### src/rtl/ps2_host_tx_if.sv
// ps2_host_tx_if: line, command and status signals between a PS/2 host transmitter and its user
interface ps2_host_tx_if;
  logic       ce;
  logic [1:0] ps2;
  logic       clkLow;
  logic       datLow;
  logic [7:0] data;
  logic       start;
  logic       busy;
  logic       done;
  logic       ack;
  logic       error;
  modport master (
    output ce, ps2, data, start,
    input  clkLow, datLow, busy, done, ack, error
  );
  modport slave (
    input  ce, ps2, data, start,
    output clkLow, datLow, busy, done, ack, error
  );
endinterface

### src/rtl/ps2_host_tx.sv
// ps2_host_tx: PS/2 host-to-device command transmitter with filtered device clock and ack capture
module ps2_host_tx #(
  parameter int INHIBIT = 128,
  parameter int TIMEOUT = 16384,
  parameter int FILTER  = 8
) (
  input logic          clock,
  input logic          reset,
  ps2_host_tx_if.slave bus
);
  localparam int CW = $clog2(INHIBIT);
  localparam int TW = $clog2(TIMEOUT);
  typedef enum logic [2:0] {IDLE, INHIBIT_S, RELEASE_S, DATA_S, ACK_S, WAITIDLE_S} state_t;
  state_t            state_q, state_d;
  logic [FILTER-1:0] filt_q, filt_d;
  logic              clean_q, clean_d, fall_q, fall_d, dsmp_q, dsmp_d;
  logic [7:0]        shift_q, shift_d;
  logic              par_q, par_d;
  logic [CW-1:0]     cnt_q, cnt_d;
  logic [3:0]        bit_q, bit_d;
  logic [TW-1:0]     tmo_q, tmo_d;
  logic              clk_low_q, clk_low_d, dat_low_q, dat_low_d;
  logic              busy_q, busy_d, done_q, done_d, err_q, err_d, ack_q, ack_d;
  // state register: reset releases both lines at once and presets the filter to an idle-high clock
  always_ff @(posedge clock) begin
    if (reset) begin
      state_q   <= IDLE;
      filt_q    <= '1;
      clean_q   <= 1'b1;
      fall_q    <= 1'b0;
      dsmp_q    <= 1'b1;
      shift_q   <= '0;
      par_q     <= 1'b0;
      cnt_q     <= '0;
      bit_q     <= '0;
      tmo_q     <= '0;
      clk_low_q <= 1'b0;
      dat_low_q <= 1'b0;
      busy_q    <= 1'b0;
      done_q    <= 1'b0;
      err_q     <= 1'b0;
      ack_q     <= 1'b0;
    end else begin
      state_q   <= state_d;
      filt_q    <= filt_d;
      clean_q   <= clean_d;
      fall_q    <= fall_d;
      dsmp_q    <= dsmp_d;
      shift_q   <= shift_d;
      par_q     <= par_d;
      cnt_q     <= cnt_d;
      bit_q     <= bit_d;
      tmo_q     <= tmo_d;
      clk_low_q <= clk_low_d;
      dat_low_q <= dat_low_d;
      busy_q    <= busy_d;
      done_q    <= done_d;
      err_q     <= err_d;
      ack_q     <= ack_d;
    end
  end
  // next state: filter and frame sequencing advance on ce; done/error fall back the very next clock
  always_comb begin
    state_d   = state_q;
    filt_d    = filt_q;
    clean_d   = clean_q;
    fall_d    = fall_q;
    dsmp_d    = dsmp_q;
    shift_d   = shift_q;
    par_d     = par_q;
    cnt_d     = cnt_q;
    bit_d     = bit_q;
    tmo_d     = tmo_q;
    clk_low_d = clk_low_q;
    dat_low_d = dat_low_q;
    busy_d    = busy_q;
    ack_d     = ack_q;
    done_d    = 1'b0;
    err_d     = 1'b0;
    if (bus.ce) begin
      filt_d  = {filt_q[FILTER-2:0], bus.ps2[0]};
      clean_d = &filt_d ? 1'b1 : (|filt_d ? clean_q : 1'b0);
      fall_d  = clean_q & ~clean_d;
      dsmp_d  = bus.ps2[1];
      case (state_q)
        IDLE: if (bus.start) begin
          shift_d   = bus.data;
          par_d     = ~^bus.data;
          busy_d    = 1'b1;
          clk_low_d = 1'b1;
          ack_d     = 1'b0;
          cnt_d     = '0;
          state_d   = INHIBIT_S;
        end
        INHIBIT_S: if (cnt_q == CW'(INHIBIT - 1)) begin
          dat_low_d = 1'b1;
          state_d   = RELEASE_S;
        end else cnt_d = cnt_q + CW'(1);
        RELEASE_S: begin
          clk_low_d = 1'b0;
          bit_d     = '0;
          tmo_d     = '0;
          state_d   = DATA_S;
        end
        default: begin
          tmo_d = fall_q ? '0 : tmo_q + TW'(1);
          if (!fall_q && tmo_q == TW'(TIMEOUT - 1)) begin
            clk_low_d = 1'b0;
            dat_low_d = 1'b0;
            busy_d    = 1'b0;
            ack_d     = 1'b0;
            done_d    = 1'b1;
            err_d     = 1'b1;
            state_d   = IDLE;
          end else if (state_q == DATA_S && fall_q) begin
            dat_low_d = bit_q[3] ? (bit_q[0] ? 1'b0 : ~par_q) : ~shift_q[bit_q[2:0]];
            bit_d     = bit_q == 4'd9 ? bit_q : bit_q + 4'd1;
            state_d   = bit_q == 4'd9 ? ACK_S : DATA_S;
          end else if (state_q == ACK_S && fall_q) begin
            ack_d   = ~dsmp_q;
            state_d = WAITIDLE_S;
          end else if (state_q == WAITIDLE_S && clean_q && dsmp_q) begin
            busy_d  = 1'b0;
            done_d  = 1'b1;
            err_d   = ~ack_q;
            state_d = IDLE;
          end
        end
      endcase
    end
  end
  // outputs: straight from registers so the lines never see a combinational path from inputs
  always_comb begin
    bus.clkLow = clk_low_q;
    bus.datLow = dat_low_q;
    bus.busy   = busy_q;
    bus.done   = done_q;
    bus.error  = err_q;
    bus.ack    = ack_q;
  end
endmodule

### src/flat_wrapper.sv
// flat-port wrapper written by rule: the top's interface ports become plain ports
module ps2_host_tx_flat 
#(
  parameter int INHIBIT = 128,
  parameter int TIMEOUT = 16384,
  parameter int FILTER  = 8
)
  (clock, reset, bus_ce, bus_ps2, bus_data, bus_start, bus_clkLow, bus_datLow, bus_busy, bus_done, bus_ack, bus_error);
  ps2_host_tx_if bus_i ();
  input logic clock;
  input logic reset;
  input wire logic [$bits(bus_i.ce)-1:0] bus_ce;
  input wire logic [$bits(bus_i.ps2)-1:0] bus_ps2;
  input wire logic [$bits(bus_i.data)-1:0] bus_data;
  input wire logic [$bits(bus_i.start)-1:0] bus_start;
  output wire logic [$bits(bus_i.clkLow)-1:0] bus_clkLow;
  output wire logic [$bits(bus_i.datLow)-1:0] bus_datLow;
  output wire logic [$bits(bus_i.busy)-1:0] bus_busy;
  output wire logic [$bits(bus_i.done)-1:0] bus_done;
  output wire logic [$bits(bus_i.ack)-1:0] bus_ack;
  output wire logic [$bits(bus_i.error)-1:0] bus_error;
  assign bus_i.ce = bus_ce;
  assign bus_i.ps2 = bus_ps2;
  assign bus_i.data = bus_data;
  assign bus_i.start = bus_start;
  assign bus_clkLow = bus_i.clkLow;
  assign bus_datLow = bus_i.datLow;
  assign bus_busy = bus_i.busy;
  assign bus_done = bus_i.done;
  assign bus_ack = bus_i.ack;
  assign bus_error = bus_i.error;
  ps2_host_tx #(.INHIBIT(INHIBIT), .TIMEOUT(TIMEOUT), .FILTER(FILTER)) u_core (.clock(clock), .reset(reset), .bus(bus_i));
endmodule
### config.mk
export PLATFORM = sky130hd
export DESIGN_NAME = ps2_host_tx_flat
export DESIGN_NICKNAME = d
export VERILOG_FILES = /design/src/rtl/ps2_host_tx_if.sv /design/src/rtl/ps2_host_tx.sv /design/src/flat_wrapper.sv
export SDC_FILE = /design/constraint.sdc
export NUM_CORES = 1
export LEC_CHECK = 0
export ABC_AREA = 1
export BUFFER_PORTS_ARGS = -buffer_cell sky130_fd_sc_hd__buf_4
export CAP_MARGIN = 10
export CORE_MARGIN = 3
export CORE_UTILIZATION = 30
export CTS_CLUSTER_SIZE = 8
export DETAILED_ROUTE_END_ITERATION = 10
export PLACE_DENSITY = 0.45
export SETUP_SLACK_MARGIN = 0.5
export SKIP_LAST_GASP = 1
export SLEW_MARGIN = 15
export SYNTH_ARGS = -nofsm -noshare
export SYNTH_HDL_FRONTEND = slang
export SYNTH_SLANG_ARGS = --single-unit
### constraint.sdc
create_clock -name clock -period 1.6 [get_ports clock]
set_input_delay 0.48 -clock clock [delete_from_list [all_inputs] [get_ports clock]]
set_output_delay 0.48 -clock clock [all_outputs]
set_load 0.01 [all_outputs]
==> flow_metrics.env, run 1 <==
export IMPL_status="completed"
export IMPL_ys_seq_area_frac=0.3736
export IMPL_synth_xor_area_frac=0.03700
export IMPL_drt_wl_total_um=7885
export IMPL_synth_compound_area_frac=0.1304
export IMPL_grt_pass1_vias=2754
export IMPL_row_count=34
export IMPL_die_height_um=103.3
export IMPL_worst_pin_slew_ns=0.2919
export IMPL_hold_path_depth=3
export IMPL_coreArea_sq_um=8976
export IMPL_synth_edf_count=0
export IMPL_synthMuxAreaShare=0
export IMPL_portBuffers=19
export IMPL_clock_fmax_mhz=704.2
export IMPL_grt_max_degree=28
export IMPL_drc=0
export IMPL_yosysMostFrequentCell="nand2_1"
export IMPL_min_delay_worst_endpoint="u_core.dsmp_q"
export IMPL_setup_viol=0
export IMPL_syn_avg_cell_area_sq_um=6.827
export IMPL_r2r_slack_ns=0.18
export IMPL_period_needed_ns=1.420
export IMPL_clkLatencyLatePin_ns=0.32
export IMPL_yosys_area_share_adder=0.01762
export IMPL_ant_nets=0
export IMPL_pwr_density_cell_nw_per_um2=1328
export IMPL_ys_ff_latch=53
export IMPL_synth_top_family_by_area="simple AND/OR/NAND/NOR gates"
export IMPL_final_core_util=0.4810
export IMPL_yosys_warnings=0
export IMPL_end_kind="flip-flop"
export IMPL_drt_pass1_iter_count=4
export IMPL_yosys_top_cells_count="93 x nand2_1, 54 x nor2_1, 53 x dfxtp_1, 43 x nand3_1, 40 x inv_1"
export IMPL_start_util=0.3164
export IMPL_grt_pass1_wl_um=13060
export IMPL_ff2ff_path_depth=8
export IMPL_root_buffer="clkbuf_8"
export IMPL_finalCritPeriodShare=0.8876
export IMPL_vias=2870
export IMPL_fp_dieArea_sq_um=10670
export IMPL_synth_area_sq_um=2840
export IMPL_p_leak_nw=1.814
export IMPL_globalplace_congestion=0.7984
export IMPL_worstPathArrival_ns=1.63
export IMPL_antennaDiodeCount=0
export IMPL_crit_start="u_core.state_q[2]"
export IMPL_synth_top_area_cell="dfxtp_1"
export IMPL_r2r_end="u_core.tmo_q[5]"
export IMPL_synth_cells=416
export IMPL_io_pin_count=20
export IMPL_synthTopCellsByArea="dfxtp_1 37%, nand2_1 12%, nand3_1 7.6%, nor2_1 7.1%, a21oi_1 6.0%"
export IMPL_worstSetupPathType="reg2reg"
export IMPL_finalHoldViolCount=0
export IMPL_finalMaxSlewViolations=0
export IMPL_r2r_start="u_core.state_q[2]"
export IMPL_vdd_drop_max_mv=1.093
export IMPL_drtIter0Drc=66
export IMPL_grt_antenna_before_repair=0
export IMPL_hp_class="in2reg"
export IMPL_maxSlewHeadroom=0.8047
export IMPL_synth_top_area_share=0.3736
export IMPL_grt_overflow_total=0
export IMPL_crit_path_start_kind="flip-flop"
export IMPL_wire_per_inst_um=12.72
export IMPL_synth_simple_area_share=0.3555
export IMPL_viasPerCell=4.629
export IMPL_die_x_um=103.3
export IMPL_syn_nets=434
export IMPL_clk_path_buf_depth=2
export IMPL_ys_flop_type="dfxtp_1"
export IMPL_worstPathMaxFanout=6
export IMPL_synth_distinct_cells=37
export IMPL_dp_hpwl_um=5286
export IMPL_clkSlewWorstSetupHoldPaths_ns=0.10
export IMPL_syn_to_final_growth_pct=52.03
export IMPL_setup_tns_ns=0
export IMPL_cp_required_ns=1.81
export IMPL_cts_sinks=53
export IMPL_cts_buffers=5
export IMPL_final_nets=512
export IMPL_tritoncts="built"
export IMPL_rsz0062_at_grt="true"
export IMPL_ys_async_sr_fraction=0
export IMPL_drive_gt1_frac=0.4514
export IMPL_finClkSkew_ns=0.01246
export IMPL_htree_num_levels=2
export IMPL_hold_buffers=0
export IMPL_drv_cap=0
export IMPL_grt_total_usage=0.1552
export IMPL_hp_start="bus_ps2[1]"
export IMPL_fill_cells=899
-- where the power goes --
group / switching, mW / leakage [nW] / internal (mW) / total [mW]
registers: 0.168 / 0.443 / 1.57 / 1.74
logic: 1.71 / 1.33 / 1.48 / 3.19
clock network: 0.467 / 0.0433 / 0.344 / 0.811
-- cell type report --
cell class              instances  area, sq um  area share
repair inverters                1        7.507    0.001739
clock inverters                 1        7.507    0.001739
repair buffers                 80        728.2      0.1686
clock buffers                   6        82.58     0.01912
multi-input cells             304         2013      0.4662
well taps                     126        157.7     0.03651
inverters                      49        212.7     0.04926
flip-flops and latches         53         1109      0.2567
-- logic make-up after synthesis --
logic type | count (synthesis)
and+or+nand+nor | 223
buffers and inverters | 59
xor gates and xnor gates | 12
adders and majority gates | 4
AOI/OAI and AO/OA | 65
DFF | 53
-- registers in the layout (all words and copies together) (netlist names), 3 cells and up --
name / flops
u_core.tmo_q: 14
u_core.filt_q: 7
u_core.shift_q: 8
u_core.state_q: 3
u_core.cnt_q: 7
u_core.bit_q: 4
-- through the flow --
stage / setup slack (ns) / std cells / power (mW) / hold WS, ns / area [sq um]
final: 0.1799 / 620 / 5.735 / 0.3633 / 4318
after CTS: 0.1907 / 608 / 5.412 / 0.3570 / 4041
after detailed placement: 0.01704 / 567 / 3.537 / 0.4484 / 3313
after global placement: 0.01102 / 567 / 3.534 / 0.4450 / 3313
after global routing: 0.09535 / 620 / 6.128 / 0.3597 / 4318
after floorplan: 0.2726 / 416 / 3.084 / 0.4288 / 2965
-- cells in the final DEF, fill, tap and decap left out, types with 6 or more instances in the layout --
cell / synthesis / final
a21oi_2: 2 / 15
inv_4: 1 / 6
nor2_4: 4 / 13
inv_2: 7 / 6
nand4_1: 6 / 6
nand2_4: 0 / 10
o21ai_2: 2 / 9
buf_6: 2 / 24
xor2_1: 7 / 7
nand3_2: 1 / 8
clkbuf_8: 0 / 6
nand2_2: 7 / 8
dfxtp_4: 0 / 6
dfxtp_1: 53 / 27
dfxtp_2: 0 / 20
nor2_1: 54 / 38
nand2_1: 93 / 81
nand3_4: 2 / 8
a21oi_1: 34 / 21
nand3_1: 43 / 30
nor2_2: 1 / 8
buf_4: 0 / 53
inv_1: 40 / 34
-- metal layers --
layer  track usage  part of all wire
met1        0.2100              0.48
met2        0.2600              0.48
met3       0.02280             0.036
met4       0.03884            0.0079
met5             0                 0
-- critical path, stage by stage, from the launching register on --
cell and delay [ns]:
dfxtp_4 0.40, nor2_4 0.05, buf_6 0.11, nor2_4 0.21
buf_4 0.15, buf_6 0.09, clkinvlp_4 0.11, o21ai_1 0.13
a21oi_1 0.05
-- how the worst max path moves through the flow --
stage | depth (start not counted) | endpoint | slack, ns
6_report | 8 | u_core.tmo_q[5] | 0.18
4_1_cts | 11 | u_core.bus.datLow | 0.19
2_1_floorplan | 7 | u_core.tmo_q[6] | 0.27
5_1_grt | 8 | u_core.tmo_q[7] | 0.1
3_3_place_gp | 7 | u_core.tmo_q[7] | 0.01
3_5_place_dp | 7 | u_core.tmo_q[7] | 0.02
-- repair_timing --
| item | 4_1_cts | 5_1_grt |
|---|---|---|
| resized for setup | 116 | 50 |
| cloned | 1 | 0 |
| pin swaps | 41 | 23 |
| setup buffers | 33 | 12 |
| setup endpoints to repair | 49 | 51 |
Note: power is estimated with default switching activity, not from simulation.
==> inputs of run 2 (changes only) <==
--- a/config.mk
+++ b/config.mk
@@ -8,7 +8,7 @@
 export ABC_AREA = 1
 export BUFFER_PORTS_ARGS = -buffer_cell sky130_fd_sc_hd__buf_4
 export CAP_MARGIN = 10
-export CORE_MARGIN = 3
+export CORE_MARGIN = 1
 export CORE_UTILIZATION = 30
 export CTS_CLUSTER_SIZE = 8
 export DETAILED_ROUTE_END_ITERATION = 10
==> run 2 against run 1 <==
Compared with the run above: die area decreased by 7.6%; sequential power barely moved; global-route usage increased by 0.36 points; clock-buffer cell count decreased by 1; power shrank 3.6%; non-clock buffer count decreased by 8; wire length shrank 2.1%; highest routed layer unchanged; clock power up 18%; first-iteration DRC count increased by 21%; design area shrank 2.5%; sequential share of layout area rose by 0.64 points.
==> flow_metrics.env, run 2 (same netlist as run 1, synthesis figures left out) <==
export IMPL_top_register="u_core.tmo_q"
export IMPL_multiInputGateArea_sq_um=2006
export IMPL_row_count=35
export IMPL_drc=0
export IMPL_setup_tns_ns=0
export IMPL_root_buffer="clkbuf_8"
export IMPL_worstPathMaxFanout=6
export IMPL_hp_class="in2reg"
export IMPL_worst_pin_slew_ns=0.2711
export IMPL_worstSetupPathType="reg2reg"
export IMPL_drv_cap=0
export IMPL_final_nets=505
export IMPL_syn_to_final_growth_pct=48.15
export IMPL_pwr_density_cell_nw_per_um2=1314
export IMPL_path_common_cell="nor2_4"
export IMPL_fp_dieArea_sq_um=9860
export IMPL_clock_fmax_mhz=697.9
export IMPL_worstPathArrival_ns=1.65
export IMPL_status="completed"
export IMPL_rsz0062_at_grt="true"
export IMPL_p_leak_nw=1.719
export IMPL_die_x_um=99.30
export IMPL_hold_buffers=0
export IMPL_setup_viol=0
export IMPL_vias=2820
export IMPL_place_ws_ns=0.02606
export IMPL_largest_reg_flops=14
export IMPL_io_pin_count=20
export IMPL_final_common_cell="nand2_1"
export IMPL_cp_required_ns=1.82
export IMPL_start_util=0.3088
export IMPL_cts_buffers=5
export IMPL_wire_per_inst_um=12.89
export IMPL_ant_nets=0
export IMPL_finalHoldViolCount=0
export IMPL_die_height_um=99.30
export IMPL_finClkSkew_ns=0.01116
export IMPL_cp_slowest_cell="dfxtp_4"
export IMPL_clkLatencyLatePin_ns=0.31
export IMPL_place_area_sq_um=3302
export IMPL_grt_total_usage=0.1589
export IMPL_grt_antenna_before_repair=0
export IMPL_fill_cells=926
export IMPL_globalplace_congestion=0.8426
export IMPL_viasPerCell=4.708
export IMPL_cp_cell_sequence="inv_4 -> ha_1 -> nand2_2 -> nor2_4 -> nor2_4 -> nand2_4 -> o21ai_4 -> o22ai_1 -> and2_1"
export IMPL_finalMaxSlewViolations=0
export IMPL_portBuffers=19
export IMPL_finalCritPeriodShare=0.8956
export IMPL_htree_num_levels=2
export IMPL_grt_max_degree=21
export IMPL_top_regs="u_core.tmo_q: 14 flops, u_core.shift_q: 8 flops"
export IMPL_end_kind="flip-flop"
export IMPL_grt_pass1_vias=2669
export IMPL_fin_ws_ns=0.1671
export IMPL_final_cell_mix="80 x nand2_1, 52 x buf_4, 37 x nor2_1, 33 x inv_1, 28 x dfxtp_1"
export IMPL_dp_hpwl_um=5049
export IMPL_coreArea_sq_um=9196
export IMPL_critPathMaxStageDelay_ns=0.39
export IMPL_final_core_util=0.4576
export IMPL_whs_ns=0.3759
export IMPL_final_cells=599
export IMPL_drive_gt1_frac=0.4426
export IMPL_vdd_drop_max_mv=0.7648
export IMPL_crit_path_start_kind="flip-flop"
export IMPL_r2r_slack_ns=0.17
export IMPL_maxSlewHeadroom=0.8180
export IMPL_tritoncts="built"
export IMPL_drt_wl_total_um=7719
export IMPL_drtIter0Drc=80
export IMPL_cts_sinks=53
export IMPL_antennaDiodeCount=0
export IMPL_ff_latch_area_sq_um=1107
export IMPL_p_total_mw=5.528
export IMPL_clk_path_buf_depth=2
export IMPL_period_needed_ns=1.433
export IMPL_fin_area_sq_um=4208
export IMPL_dp_cells=553
export IMPL_grt_overflow_total=0
export IMPL_grt_pass1_wl_um=12600
export IMPL_clkSlewWorstSetupHoldPaths_ns=0.11
export IMPL_drt_pass1_iter_count=4
[run 2: cell count changes in the layout (fill, tap and decap cells not counted), sizes merged]
| cell | previous run | this run |
|---|---|---|
| nor2 | 59 | 60 |
| buf | 80 | 72 |
| clkbuf | 6 | 5 |
| clkinvlp | 2 | 0 |
| nand2 | 100 | 101 |
| inv | 48 | 49 |
| clkinv | 1 | 2 |
| bufinv | 0 | 1 |
[run 2: timing repair]
action                     in CTS  in global routing
cloned                          2                  0
resized for setup              78                 78
pin swaps                      24                 33
buffers inserted               20                 16
setup endpoints to repair      49                 50
[run 2: path summary, 6_finish.rpt]
check | from | depth (start not counted) | endpoint
worst max-delay path | u_core.bit_q[1] | 9 | u_core.bit_q[1]
worst min-delay path | bus_ps2[1] | 3 | u_core.dsmp_q
worst max register to register | u_core.bit_q[1] | 9 | u_core.bit_q[1]
worst min register to register | u_core.shift_q[2] | 2 | u_core.shift_q[2]
[run 2: worst max-delay path: cells and delay by family (launching register included)]
family                   cells  cell delay, ns
flip-flops                   1            0.39
adder cells (fa/ha/maj)      1            0.19
AO/OA/AOI/OAI                2            0.21
buffers and inverters        1            0.05
AND/OR/NAND/NOR              5            0.49
[run 2: metal layers]
layer	vias to the layer above	wire length, um	global-route usage	part of all wire
li1	1499	-	-	-
met1	1298	3785	0.2115	0.49
met2	18	3776	0.2719	0.49
met3	5	98	0.02108	0.013
met4	0	59	0.03846	0.0076
met5	-	0	0	0
[run 2: layout make-up]
type                    count  area share
clock buffers               5     0.01635
clock inverters             3     0.01041
inverters                  49     0.05204
multi-input cells         306      0.4767
flip-flops and latches     53      0.2632
well taps                 111     0.03301
repair buffers             72      0.1484
[run 2: power by group]
| group | switching [mW] | internal, mW | leakage, nW |
|---|---|---|---|
| logic | 1.65 | 1.19 | 1.22 |
| clock network | 0.483 | 0.470 | 0.0585 |
| registers | 0.168 | 1.56 | 0.443 |
| total | 2.30 | 3.22 | 1.72 |
